## src/rtl/mips_pkg.sv

```systemverilog
// rtl/mips_pkg.sv - Shared opcodes, functs, state type and destination decode for the ALU sequencer
package mips_pkg;

    localparam logic [5:0] OP_RTYPE = 6'h00;
    localparam logic [5:0] OP_BEQ   = 6'h04;
    localparam logic [5:0] OP_BNE   = 6'h05;
    localparam logic [5:0] OP_ADDI  = 6'h08;
    localparam logic [5:0] OP_ADDIU = 6'h09;
    localparam logic [5:0] OP_SLTI  = 6'h0A;
    localparam logic [5:0] OP_SLTIU = 6'h0B;
    localparam logic [5:0] OP_ANDI  = 6'h12;
    localparam logic [5:0] OP_ORI   = 6'h13;
    localparam logic [5:0] OP_LUI   = 6'h15;

    localparam logic [5:0] FN_SLL  = 6'h00;
    localparam logic [5:0] FN_SRL  = 6'h02;
    localparam logic [5:0] FN_SRA  = 6'h03;
    localparam logic [5:0] FN_ADD  = 6'h20;
    localparam logic [5:0] FN_ADDU = 6'h21;
    localparam logic [5:0] FN_SUB  = 6'h22;
    localparam logic [5:0] FN_SUBU = 6'h23;
    localparam logic [5:0] FN_AND  = 6'h24;
    localparam logic [5:0] FN_OR   = 6'h25;
    localparam logic [5:0] FN_NOR  = 6'h27;
    localparam logic [5:0] FN_SLT  = 6'h2A;
    localparam logic [5:0] FN_SLTU = 6'h2B;

    typedef enum logic [1:0] {
        ST_IDLE  = 2'd0,
        ST_PRIME = 2'd1,
        ST_EX    = 2'd2,
        ST_WB    = 2'd3
    } seq_state_e;

    typedef struct packed {
        logic       writes;
        logic       branch;
        logic       illegal;
        logic [4:0] addr;
    } dest_t;

    // Anything not explicitly recognised retires as illegal with no write-back.
    function automatic dest_t dest_sel(input logic [31:0] instr);
        dest_t d;
        d.writes  = 1'b0;
        d.branch  = 1'b0;
        d.illegal = 1'b1;
        d.addr    = instr[20:16];
        case (instr[31:26])
            OP_RTYPE: begin
                d.addr = instr[15:11];
                case (instr[5:0])
                    FN_SLL, FN_SRL, FN_SRA, FN_ADD, FN_ADDU, FN_SUB, FN_SUBU,
                    FN_AND, FN_OR, FN_NOR, FN_SLT, FN_SLTU: begin
                        d.writes  = 1'b1;
                        d.illegal = 1'b0;
                    end
                    default: ;
                endcase
            end
            OP_ADDI, OP_ADDIU, OP_SLTI, OP_SLTIU, OP_ANDI, OP_ORI, OP_LUI: begin
                d.writes  = 1'b1;
                d.illegal = 1'b0;
            end
            OP_BEQ, OP_BNE: begin
                d.branch  = 1'b1;
                d.illegal = 1'b0;
            end
            default: ;
        endcase
        return d;
    endfunction

endpackage

```

## src/rtl/mips_alu_sequencer_if.sv

```systemverilog
// rtl/mips_alu_sequencer_if.sv - Fetch handshake, ALU field and retire bundle of the sequencer
interface mips_alu_sequencer_if;
    logic        instr_valid;
    logic        instr_ready;
    logic [31:0] instr;
    logic [5:0]  opcode;
    logic [5:0]  funct;
    logic [4:0]  rs;
    logic [4:0]  rt;
    logic [4:0]  shamt;
    logic [15:0] imm;
    logic [31:0] rs_value;
    logic [31:0] rt_value;
    logic [31:0] alu_result;
    logic        branch_sig;
    logic        retire;
    logic        wb_en;
    logic [4:0]  wb_addr;
    logic [31:0] wb_data;
    logic        illegal;
    logic        ovf;
    logic [31:0] pc;

    modport master (
        input  instr_valid, instr, alu_result, branch_sig,
        output instr_ready, opcode, funct, rs, rt, shamt, imm, rs_value, rt_value,
               retire, wb_en, wb_addr, wb_data, illegal, ovf, pc
    );

    modport slave (
        output instr_valid, instr, alu_result, branch_sig,
        input  instr_ready, opcode, funct, rs, rt, shamt, imm, rs_value, rt_value,
               retire, wb_en, wb_addr, wb_data, illegal, ovf, pc
    );
endinterface

```

## src/rtl/mips_regfile.sv

```systemverilog
// rtl/mips_regfile.sv - 32x32 register file, two async reads, one sync write, $0 hardwired to zero
module mips_regfile (
    input  logic        clk,
    input  logic        rst_n,
    input  logic [4:0]  rd_addr0,
    output logic [31:0] rd_data0,
    input  logic [4:0]  rd_addr1,
    output logic [31:0] rd_data1,
    input  logic        we,
    input  logic [4:0]  waddr,
    input  logic [31:0] wdata
);

    logic [31:0] regs_q [32];

    always_ff @(posedge clk or negedge rst_n) begin
        if (!rst_n) begin
            for (int i = 0; i < 32; i++) begin
                regs_q[i] <= 32'h0;
            end
        end else if (we && (waddr != 5'd0)) begin
            regs_q[waddr] <= wdata;
        end
    end

    assign rd_data0 = (rd_addr0 == 5'd0) ? 32'h0 : regs_q[rd_addr0];
    assign rd_data1 = (rd_addr1 == 5'd0) ? 32'h0 : regs_q[rd_addr1];

endmodule

```

## src/rtl/mips_alu_sequencer.sv

```systemverilog
// rtl/mips_alu_sequencer.sv - Four-state issue/retire sequencer around a combinational MIPS ALU
// Optional signed-overflow trap on ADD/SUB/ADDI: define MIPS_SEQ_OVF_TRAP_EN.
module mips_alu_sequencer
    import mips_pkg::*;
#(
    parameter logic [31:0] RESET_PC = 32'h0000_0000
) (
    input  logic                 clk,
    input  logic                 rst_n,
    mips_alu_sequencer_if.master bus
);

    seq_state_e  state_q, state_d;
    logic [31:0] instr_q, instr_d;
    logic [5:0]  opcode_q, opcode_d, funct_q, funct_d;
    logic [4:0]  rs_q, rs_d, rt_q, rt_d, shamt_q, shamt_d;
    logic [15:0] imm_q, imm_d;
    logic [31:0] rs_value_q, rs_value_d, rt_value_q, rt_value_d;
    logic        retire_q, retire_d, wb_en_q, wb_en_d, illegal_q, illegal_d, ovf_q, ovf_d;
    logic [4:0]  wb_addr_q, wb_addr_d;
    logic [31:0] wb_data_q, wb_data_d, pc_q, pc_d;
    logic [31:0] rd_data0, rd_data1, br_off;
    logic        ovf_det;
    dest_t       dest;

    mips_regfile u_regfile (
        .clk      (clk),
        .rst_n    (rst_n),
        .rd_addr0 (bus.instr[25:21]),
        .rd_data0 (rd_data0),
        .rd_addr1 (bus.instr[20:16]),
        .rd_data1 (rd_data1),
        .we       (state_q == ST_EX && wb_en_d),
        .waddr    (wb_addr_d),
        .wdata    (wb_data_d)
    );

    assign dest   = dest_sel(instr_q);
    assign br_off = {{14{instr_q[15]}}, instr_q[15:0], 2'b00};

`ifdef MIPS_SEQ_OVF_TRAP_EN
    // Overflow when both addends share a sign that the result does not.
    always_comb begin
        ovf_det = 1'b0;
        if (instr_q[31:26] == OP_RTYPE && instr_q[5:0] == FN_ADD) begin
            ovf_det = (rs_value_q[31] == rt_value_q[31]) && (bus.alu_result[31] != rs_value_q[31]);
        end else if (instr_q[31:26] == OP_RTYPE && instr_q[5:0] == FN_SUB) begin
            ovf_det = (rs_value_q[31] != rt_value_q[31]) && (bus.alu_result[31] != rs_value_q[31]);
        end else if (instr_q[31:26] == OP_ADDI) begin
            ovf_det = (rs_value_q[31] == instr_q[15]) && (bus.alu_result[31] != rs_value_q[31]);
        end
    end
`else
    assign ovf_det = 1'b0;
`endif

    always_comb begin
        state_d    = state_q;
        instr_d    = instr_q;
        opcode_d   = opcode_q;
        funct_d    = funct_q;
        rs_d       = rs_q;
        rt_d       = rt_q;
        shamt_d    = shamt_q;
        imm_d      = imm_q;
        rs_value_d = rs_value_q;
        rt_value_d = rt_value_q;
        retire_d   = 1'b0;
        wb_en_d    = 1'b0;
        illegal_d  = 1'b0;
        ovf_d      = 1'b0;
        wb_addr_d  = wb_addr_q;
        wb_data_d  = wb_data_q;
        pc_d       = pc_q;
        case (state_q)
            ST_IDLE: begin
                if (bus.instr_valid) begin
                    state_d    = ST_PRIME;
                    instr_d    = bus.instr;
                    opcode_d   = bus.instr[31:26];
                    rs_d       = bus.instr[25:21];
                    rt_d       = bus.instr[20:16];
                    shamt_d    = bus.instr[10:6];
                    funct_d    = bus.instr[5:0];
                    // Inverted first so the EX value is always a change the ALU sees.
                    imm_d      = ~bus.instr[15:0];
                    rs_value_d = rd_data0;
                    rt_value_d = rd_data1;
                end
            end
            ST_PRIME: begin
                state_d = ST_EX;
                imm_d   = instr_q[15:0];
            end
            ST_EX: begin
                state_d   = ST_WB;
                retire_d  = 1'b1;
                illegal_d = dest.illegal;
                ovf_d     = ovf_det;
                wb_en_d   = dest.writes && (dest.addr != 5'd0) && !ovf_det;
                wb_addr_d = dest.addr;
                wb_data_d = bus.alu_result;
                pc_d      = (dest.branch && bus.branch_sig) ? pc_q + 32'd4 + br_off : pc_q + 32'd4;
            end
            default: begin
                state_d = ST_IDLE;
            end
        endcase
    end

    always_ff @(posedge clk or negedge rst_n) begin
        if (!rst_n) begin
            state_q    <= ST_IDLE;
            instr_q    <= 32'h0;
            opcode_q   <= 6'h0;
            funct_q    <= 6'h0;
            rs_q       <= 5'h0;
            rt_q       <= 5'h0;
            shamt_q    <= 5'h0;
            imm_q      <= 16'h0;
            rs_value_q <= 32'h0;
            rt_value_q <= 32'h0;
            retire_q   <= 1'b0;
            wb_en_q    <= 1'b0;
            illegal_q  <= 1'b0;
            ovf_q      <= 1'b0;
            wb_addr_q  <= 5'h0;
            wb_data_q  <= 32'h0;
            pc_q       <= RESET_PC;
        end else begin
            state_q    <= state_d;
            instr_q    <= instr_d;
            opcode_q   <= opcode_d;
            funct_q    <= funct_d;
            rs_q       <= rs_d;
            rt_q       <= rt_d;
            shamt_q    <= shamt_d;
            imm_q      <= imm_d;
            rs_value_q <= rs_value_d;
            rt_value_q <= rt_value_d;
            retire_q   <= retire_d;
            wb_en_q    <= wb_en_d;
            illegal_q  <= illegal_d;
            ovf_q      <= ovf_d;
            wb_addr_q  <= wb_addr_d;
            wb_data_q  <= wb_data_d;
            pc_q       <= pc_d;
        end
    end

    assign bus.instr_ready = (state_q == ST_IDLE);
    assign bus.opcode      = opcode_q;
    assign bus.funct       = funct_q;
    assign bus.rs          = rs_q;
    assign bus.rt          = rt_q;
    assign bus.shamt       = shamt_q;
    assign bus.imm         = imm_q;
    assign bus.rs_value    = rs_value_q;
    assign bus.rt_value    = rt_value_q;
    assign bus.retire      = retire_q;
    assign bus.wb_en       = wb_en_q;
    assign bus.wb_addr     = wb_addr_q;
    assign bus.wb_data     = wb_data_q;
    assign bus.illegal     = illegal_q;
    assign bus.ovf         = ovf_q;
    assign bus.pc          = pc_q;

endmodule

```

## src/flat_wrapper.sv

```systemverilog
// flat-port wrapper written by rule: the top's interface ports become plain ports
module mips_alu_sequencer_flat import mips_pkg::*;
#(
    parameter logic [31:0] RESET_PC = 32'h0000_0000
)
  (clk, rst_n, bus_instr_valid, bus_instr, bus_alu_result, bus_branch_sig, bus_instr_ready, bus_opcode, bus_funct, bus_rs, bus_rt, bus_shamt, bus_imm, bus_rs_value, bus_rt_value, bus_retire, bus_wb_en, bus_wb_addr, bus_wb_data, bus_illegal, bus_ovf, bus_pc);
  mips_alu_sequencer_if bus_i ();
  input  logic clk;
  input  logic rst_n;
  input wire logic [$bits(bus_i.instr_valid)-1:0] bus_instr_valid;
  input wire logic [$bits(bus_i.instr)-1:0] bus_instr;
  input wire logic [$bits(bus_i.alu_result)-1:0] bus_alu_result;
  input wire logic [$bits(bus_i.branch_sig)-1:0] bus_branch_sig;
  output wire logic [$bits(bus_i.instr_ready)-1:0] bus_instr_ready;
  output wire logic [$bits(bus_i.opcode)-1:0] bus_opcode;
  output wire logic [$bits(bus_i.funct)-1:0] bus_funct;
  output wire logic [$bits(bus_i.rs)-1:0] bus_rs;
  output wire logic [$bits(bus_i.rt)-1:0] bus_rt;
  output wire logic [$bits(bus_i.shamt)-1:0] bus_shamt;
  output wire logic [$bits(bus_i.imm)-1:0] bus_imm;
  output wire logic [$bits(bus_i.rs_value)-1:0] bus_rs_value;
  output wire logic [$bits(bus_i.rt_value)-1:0] bus_rt_value;
  output wire logic [$bits(bus_i.retire)-1:0] bus_retire;
  output wire logic [$bits(bus_i.wb_en)-1:0] bus_wb_en;
  output wire logic [$bits(bus_i.wb_addr)-1:0] bus_wb_addr;
  output wire logic [$bits(bus_i.wb_data)-1:0] bus_wb_data;
  output wire logic [$bits(bus_i.illegal)-1:0] bus_illegal;
  output wire logic [$bits(bus_i.ovf)-1:0] bus_ovf;
  output wire logic [$bits(bus_i.pc)-1:0] bus_pc;
  assign bus_i.instr_valid = bus_instr_valid;
  assign bus_i.instr = bus_instr;
  assign bus_i.alu_result = bus_alu_result;
  assign bus_i.branch_sig = bus_branch_sig;
  assign bus_instr_ready = bus_i.instr_ready;
  assign bus_opcode = bus_i.opcode;
  assign bus_funct = bus_i.funct;
  assign bus_rs = bus_i.rs;
  assign bus_rt = bus_i.rt;
  assign bus_shamt = bus_i.shamt;
  assign bus_imm = bus_i.imm;
  assign bus_rs_value = bus_i.rs_value;
  assign bus_rt_value = bus_i.rt_value;
  assign bus_retire = bus_i.retire;
  assign bus_wb_en = bus_i.wb_en;
  assign bus_wb_addr = bus_i.wb_addr;
  assign bus_wb_data = bus_i.wb_data;
  assign bus_illegal = bus_i.illegal;
  assign bus_ovf = bus_i.ovf;
  assign bus_pc = bus_i.pc;
  mips_alu_sequencer #(.RESET_PC(RESET_PC)) u_core (.clk(clk), .rst_n(rst_n), .bus(bus_i));
endmodule
```

## config.mk

```make
export PLATFORM = sky130hd
export DESIGN_NAME = mips_alu_sequencer_flat
export DESIGN_NICKNAME = d
export VERILOG_FILES = /design/src/rtl/mips_pkg.sv /design/src/rtl/mips_alu_sequencer_if.sv /design/src/rtl/mips_regfile.sv /design/src/rtl/mips_alu_sequencer.sv /design/src/flat_wrapper.sv
export SDC_FILE = /design/constraint.sdc
export NUM_CORES = 2
export LEC_CHECK = 0
export BUFFER_PORTS_ARGS = -buffer_cell sky130_fd_sc_hd__buf_2
export CAP_MARGIN = 20
export CORE_MARGIN = 8
export CORE_UTILIZATION = 30
export DETAILED_ROUTE_END_ITERATION = 6
export PLACE_DENSITY = 0.51
export RECOVER_POWER = 100
export SYNTH_ARGS = -nofsm -noshare
export SYNTH_HDL_FRONTEND = slang
export SYNTH_SLANG_ARGS = --single-unit
```

## constraint.sdc

```tcl
create_clock -name clk -period 7.3 [get_ports clk]
set_clock_uncertainty 0.2 [all_clocks]
set_input_delay 1.095 -clock clk [delete_from_list [all_inputs] [get_ports clk]]
set_output_delay 1.095 -clock clk [all_outputs]
set_load 0.005 [all_outputs]
```

# ---- Yosys cells after proc, flatten, opt, wreduce, memory -nomap -nowiden
# Cells that the tools add are included.
dict set report classes {
  n_addsub 2
  bitwise_logic 4
  n_lt_le_gt_ge 4
  shift 0
  n_mul 0
  div 0
  mux 27
  eq_ne 23
  reduce_logical 19
}
# cell n
set ops {}
lappend ops {{$bwmux 1024} 1}
lappend ops {{$bmux 32 s5} 2}
lappend ops {{$mux 32} 9}
lappend ops {{$demux 32 s5} 1}
lappend ops {{$eq 6x6->1 const B} 9}
lappend ops {{$add 32x3->32 const B} 1}
lappend ops {{$add 32x32->32} 1}
lappend ops {{$pmux 16 s2} 1}
lappend ops {{$eq 6x4->1 const B} 4}
lappend ops {{$eq 6x5->1 const B} 3}
lappend ops {{$ge 6x6->1 const B} 3}
lappend ops {{$not 5->6} 3}
lappend ops {{$mux 16} 1}
lappend ops {{$not 16->16} 1}
lappend ops {{$eq 6x2->1 const B} 2}
lappend ops {{$eq 6x3->1 const B} 2}
lappend ops {{$logic_not 6->1} 2}
lappend ops {{$reduce_or 12->1} 1}
lappend ops {{$logic_not 5->1} 2}
lappend ops {{$mux 5} 2}
lappend ops {{$reduce_bool 5->1} 2}
lappend ops {{$reduce_or 9->1} 1}
lappend ops {{$reduce_or 7->1} 1}
lappend ops {{$lt 6x1->1 const B} 1}
lappend ops {{12 further kinds} 23}
dict set report totals {
  memories 0
  ram_bits 0
  rom_bits 0
  out_inout_bits 181
  regBits 1237
  latchBits 0
}

# ---- Longest topological paths before layout
dict set report logic_depth {
  ltp_word 9
  mapped_depth 15
  mapped_depth_nobuf 15
}

# ---- Hierarchy
# Synthesis repeated with hierarchy kept, for this count alone.
dict set report hier_totals {
  hier_cells 4584
  area_unflattened_um2 64501.9
}
# module cells_each area_per_inst_um2 seq_area_each_um2 instances
set modules_own_cells {}
lappend modules_own_cells {mips_regfile 3623 54461.0 25624.6 1}
lappend modules_own_cells {mips_alu_sequencer 961 10040.9 4604.4 1}

# ---- Worst setup path after synthesis
# Ideal clock, no wire load.
dict set report synth_timing {
  kind {flip-flop to flip-flop}
  start {register u_core.pc_q[11] (netlist: u_core.bus.pc[11])}
  end {register u_core.pc_q[31] (netlist: u_core.bus.pc[31])}
  n_path_buf 0
  path_stages_with_launch 13
  setup_slack_ps 3692
  required_time_ps 7021
  arrival_ps 3329
  cell_sequence {dfrtp_1 > nand4_1 > nor4_2 > nand3_1 > nor3_1 > xor2_1 > ha_1 > or2_2 > a21oi_1 > a31oi_1 > or4_1 > nand4_1 > xor2_1}
}
dict set report synth_between {
  elab_chain_len 3
}
# element line
set synth_rtl {}
lappend synth_rtl {{from (decl)} mips_alu_sequencer.sv:21} ;# logic [31:0] wb_data_q, wb_data_d, pc_q, pc_d;
lappend synth_rtl {{from (signal assigned)} mips_alu_sequencer.sv:147} ;# pc_q <= pc_d;
lappend synth_rtl {{$add 32x3->32 (*)} mips_alu_sequencer.sv:103} ;# pc_d = (dest.branch && bus.branch_sig) ? pc_q + 32'd4 + br_off : pc_q + 32'd4;
lappend synth_rtl {{$add 32x32->32} mips_alu_sequencer.sv:103}
lappend synth_rtl {{$mux 32 (*)} mips_alu_sequencer.sv:103}
# Mark *: on every way between the ends. The rest lies on a longest branch, timed or not.
# A chain may end at the register's enable or synchronous reset.

# ---- Worst setup path after layout
dict set report layout_timing {
  start {input bus_instr[18]}
  end {register u_core.rt_value_q[31] (netlist: u_core.bus.rt_value[31])}
}
dict set report layout_between {
  elab_chain_len 5
  word_cells_on_any_way 6
}
# element line
set layout_rtl {}
lappend layout_rtl {{from (decl)} flat_wrapper.sv:11} ;# input wire logic [$bits(bus_i.instr)-1:0] bus_instr;
lappend layout_rtl {{$not 5->6 (not written as such)} mips_regfile.sv:27} ;# assign rd_data1 = (rd_addr1 == 5'd0) ? 32'h0 : regs_q[rd_addr1];
lappend layout_rtl {{$bmux 32 s5} mips_regfile.sv:27}
lappend layout_rtl {{$mux 32 (not written as such) (2 in series)} mips_regfile.sv:27}
lappend layout_rtl {{$mux 32 (*)} mips_regfile.sv:27}
lappend layout_rtl {{to (signal assigned)} mips_alu_sequencer.sv:140} ;# rt_value_q <= rt_value_d;
lappend layout_rtl {{to (decl)} mips_alu_sequencer.sv:18} ;# logic [31:0] rs_value_q, rs_value_d, rt_value_q, rt_value_d;
# Mark *: on every way between the ends. The rest lies on a longest branch, timed or not. The select of a mux whose other input is x is not followed.

==> metrics.md <==
| Metric | Value |
|---|---|
| Biggest fanout along the worst timing path | 39 |
| Full die area | 0.224 mm2 |
| Final setup violation count | 0 |
| Arr. time, crit path | 6.70 ns |
| Post-synth design cell area | 0.0627 mm2 |
| Internal power | 16.6 mW |
| Area growth from synthesis to layout | 12.3% |
| Clock input transition at the sequential cells of the worst setup and hold paths | 0.06 ns |
| Synth area leaders | sky130_fd_sc_hd__dfrtp_1 (48%), sky130_fd_sc_hd__mux4_2 (12%), sky130_fd_sc_hd__mux2i_1 (6.8%) |
| Root Buffer | sky130_fd_sc_hd__clkbuf_16 |
| Detailed-route vias per instance | 5.46 |
| Hold_buf cts | 0 |
| DR pass1 iterations | 5 |
| Multi-input gate area in the final layout | 0.0297 mm2 |
| Row count | 168 |
| Half-perimeter wire length after placement | 135 mm |
| Total of warnings raised by yosys | 0 |
| Violations in the final reports | capacitance limit, slew limit |
| Time the worst path needs with I/O delays and setup | 6.28 ns |
| Number of design-rule violations left by the first detailed-router iteration | 4424 |
| Maximum achievable frequency | 159 MHz |
| TritonCTS clock tree | done |
| Cells traversed along the worst timing path | buf_4, or2_1, clkbuf_1, o221ai_1, o22ai_1, nor2_1, a21oi_1, o21ai_0 |
| Final antenna-violating net count | 0 |
| Max VDD drop | 371 uV |
| Final max-slew violation count | 3027 |
| Number of placed I/O pins | 249 |
| Via count | 48744 |
| Leak pwr | 29.3 nW |
| Core region area | 0.209 mm2 |
| RR Startpoint | u_core.state_q[0] |
| Worst reg-to-reg setup slack | 1.52 ns |
| Max-cap violation count | 66 |
| Async S/R FF share, synth | 1.00 |
| Leftover overflow at the end of global routing | 0 |
| Commonest cells after routing, fill and taps aside | sky130_fd_sc_hd__dfrtp_1 (1208), sky130_fd_sc_hd__nand2_1 (958), sky130_fd_sc_hd__o21ai_0 (817) |
| Slew HR | -1.61 |
| Crit path launch type | input pin |
| Data required time of the critical path | 7.71 ns |
| Post-CTS Resized | 0 |
| Summed negative setup slack over all endpoints | 0 ns |
| Kind of capture point of the worst setup path | flop |
| Critical path's slowest cell | sky130_fd_sc_hd__clkbuf_1 |
| GRT Overall Usage | 0.198 |
| Family with the most delay on the worst path | buffers and inverters |
| Wire length of the first global-routing pass | 336 mm |
| Routability congestion estimate from global placement | 0.805 |
| Number of synthesized flops with an enable pin | 0 |
| Maximum single-stage delay on the critical path | 2.18 ns |
| Yosys reg bits | 1208 |
| Die W | 473 um |
| Post-Syn Area per Cell | 10.3 um2 |
| Post-Synthesis Cells | 6097 |
| Fraction of post-synthesis cell area in the top cell type by area | 0.482 |
| Ys flop type | sky130_fd_sc_hd__dfrtp_1 |
| Post-layout net count | 6117 |
| Switching power share of the total | 0.387 |
| Part of the Yosys area used for sequential elements | 0.482 |
| P per Cell Area | 384 mW/mm2 |
| Unrepaired setup endpoints after global routing | false |
| Number of CTS-inserted buffers | 140 |
| Path type of the worst setup path | input pin to flop |
| WP buf/inv | 2 |
| Detailed Route WL | 228 mm |
| DRC | 0 |
| Slew of the pin with the lowest slew margin | 3.92 ns |
| Pin count of the biggest net entering global routing | 143 |
| Buffers on Ports | 245 |
| Sequential Area | 0.0302 mm2 |
| Cell accounting for the most synthesized area | sky130_fd_sc_hd__dfrtp_1 |
| Die extent in y | 473 um |
| Number of sinks handled by clock tree synthesis | 1208 |
| Fill cell count | 21326 |
| Worst min-delay path class | input pin to async pin |
| Average wire per cell in the routed design | 25.6 um |
| Number of setup buffers added after CTS | 0 |
| Final hold viol count | 0 |
| Clock network latency to the later pin of the worst-skew pair | 0.79 ns |
| Most frequent standard cell in the layout excluding fill and tap cells | sky130_fd_sc_hd__dfrtp_1 |
| Vias in the first global route | 47920 |
| Maximum root-to-sink buffer count | 3 |
| Count of distinct cell types in the synthesized netlist | 76 |
| Start point of the critical path | bus_instr[18] |
| Combinational share of power | 0.335 |
| Post-Route Hold Slack | 0.0245 ns |
| Period utilisation layout | 0.861 |
| Part of the total power dissipated in sequential elements | 0.400 |
| H-tree depth | 4 |
| Proportion of layout cells with a drive suffix above 1 | 0.136 |
| Outcome | finished, violations left |
| Antenna violations before repair | 8 |
| Share of total power in the clock network | 0.265 |
| Sw power | 10.5 mW |
| Starting utilization of the core area | 0.300 |
==> state kept, by name, summed over array words and instances (netlist names), 4 cells and up <==
signal and count:
u_core.u_regfile.regs_q 1024, u_core.bus.rs_value 32, u_core.bus.rt_value 32, u_core.bus.wb_data 32
u_core.bus.pc 30, u_core.bus.imm 16, u_core.instr_q 9, u_core.bus.opcode 6
u_core.bus.funct 5, u_core.bus.wb_addr 5, u_core.bus.rs 4, u_core.bus.rt 4
u_core.bus.shamt 4
==> Yosys cell counts (6+ instances only) <==
master                     number
sky130_fd_sc_hd__a221oi_1       8
sky130_fd_sc_hd__mux2_2        40
sky130_fd_sc_hd__ha_1          41
sky130_fd_sc_hd__o21ai_1       49
sky130_fd_sc_hd__or3_1         18
sky130_fd_sc_hd__clkbuf_2       6
sky130_fd_sc_hd__nand2b_1      10
sky130_fd_sc_hd__a22o_1        31
sky130_fd_sc_hd__buf_4         38
sky130_fd_sc_hd__a21oi_1      491
sky130_fd_sc_hd__dfrtp_1     1208
sky130_fd_sc_hd__o21a_1         7
sky130_fd_sc_hd__nor2b_1       11
sky130_fd_sc_hd__o21bai_1      23
sky130_fd_sc_hd__nand4_2       14
sky130_fd_sc_hd__or2_2         18
sky130_fd_sc_hd__nor2_4         9
sky130_fd_sc_hd__nor3_1        50
sky130_fd_sc_hd__o22ai_1      107
sky130_fd_sc_hd__nand4_1       14
sky130_fd_sc_hd__a22oi_1       17
sky130_fd_sc_hd__nand3_1       26
sky130_fd_sc_hd__buf_2        169
sky130_fd_sc_hd__xnor2_1       29
sky130_fd_sc_hd__buf_1         30
sky130_fd_sc_hd__mux4_2       321
sky130_fd_sc_hd__and3_1        13
sky130_fd_sc_hd__o211ai_1      19
sky130_fd_sc_hd__xor2_1        20
sky130_fd_sc_hd__o221ai_1     154
sky130_fd_sc_hd__and2_1         6
sky130_fd_sc_hd__a31oi_1        6
sky130_fd_sc_hd__buf_6         11
sky130_fd_sc_hd__mux2i_1      423
sky130_fd_sc_hd__inv_1         49
sky130_fd_sc_hd__clkbuf_1     371
sky130_fd_sc_hd__a211oi_1      17
sky130_fd_sc_hd__a21o_1        17
sky130_fd_sc_hd__nor2_1       413
sky130_fd_sc_hd__nand2_1      957
sky130_fd_sc_hd__o21ai_0      770
==> area by class of cell <==
type,count,share of cell area
clock buffer,206,0.0576
multi-input combinational,4215,0.422
antenna,7,0.000249
timing repair buffer,391,0.0301
clock inverter,45,0.00794
inverter,51,0.00277
sequential,1208,0.429
tap,2805,0.0498
==> power groups by stage <==
stage               Combinational [mW]  Clock (mW)  Sequential [mW]
floorplan                         6.22           0             10.2
global placement                  9.17           0             10.8
detailed placement                9.37           0             10.9
CTS                               9.40        7.32             10.8
global route                      10.0        7.59             11.1
finish                            9.04        7.17             10.8
==> routing by layer <==
layer  routed length [um]  global-route usage  up-vias
met5                    7                   0        -
met4                 6570              0.0574        2
met3                15000              0.0359      369
met2               104000               0.311     1653
met1               103000               0.280    24934
li1                     -                   -    21786
==> worst reg2reg max path: cells and delay by family, from the launching register on <==
kind | cells | cell delay (ns)
compound gates | 1 | 0.31
fa+ha+maj | 1 | 0.64
buf+inv | 3 | 3.62
flops | 1 | 0.40
mux | 1 | 0.39
==> kinds of logic (layout without fill, tap and decap cells) <==
logic type,count (synthesis),after routing,synth area share
AO/OA/AOI/OAI,1749,1749,0.159
XOR/XNOR,49,49,0.00684
adder cells (fa/ha/maj),42,42,0.00850
multiplexers,784,784,0.190
AND/OR/NAND/NOR,1588,1588,0.106
buffers and inverters,676,693,0.0475
flip-flops,1208,1208,0.482
other,1,10,0.0000598
==> per-stage QoR <==
step	std cells	worst slack, ns	util	total power [mW]	area (um2)
2_1_floorplan	6099	3.69	-	16.4	62700
3_3_place_gp	8659	2.48	0.318	19.9	66400
3_5_place_dp	8664	2.40	0.318	20.2	66500
4_1_cts	8915	2.39	0.340	27.5	71100
5_1_grt	8922	1.06	0.337	28.7	70400
6_report	8928	1.02	0.337	27.0	70400
==> worst paths after layout <==
check	endpoint	cells after the start
setup / recovery	u_core.bus.rt_value[31]	8
hold / removal	u_core.bus.imm[1]	1
setup reg to reg	u_core.u_regfile.regs_q[734]	6
hold reg to reg	u_core.u_regfile.regs_q[1009]	0
max in group asynchronous	u_core.u_regfile.regs_q[912]	3
min in group clk	u_core.u_regfile.regs_q[1009]	0
Note: power is estimated with default switching activity, not from simulation.
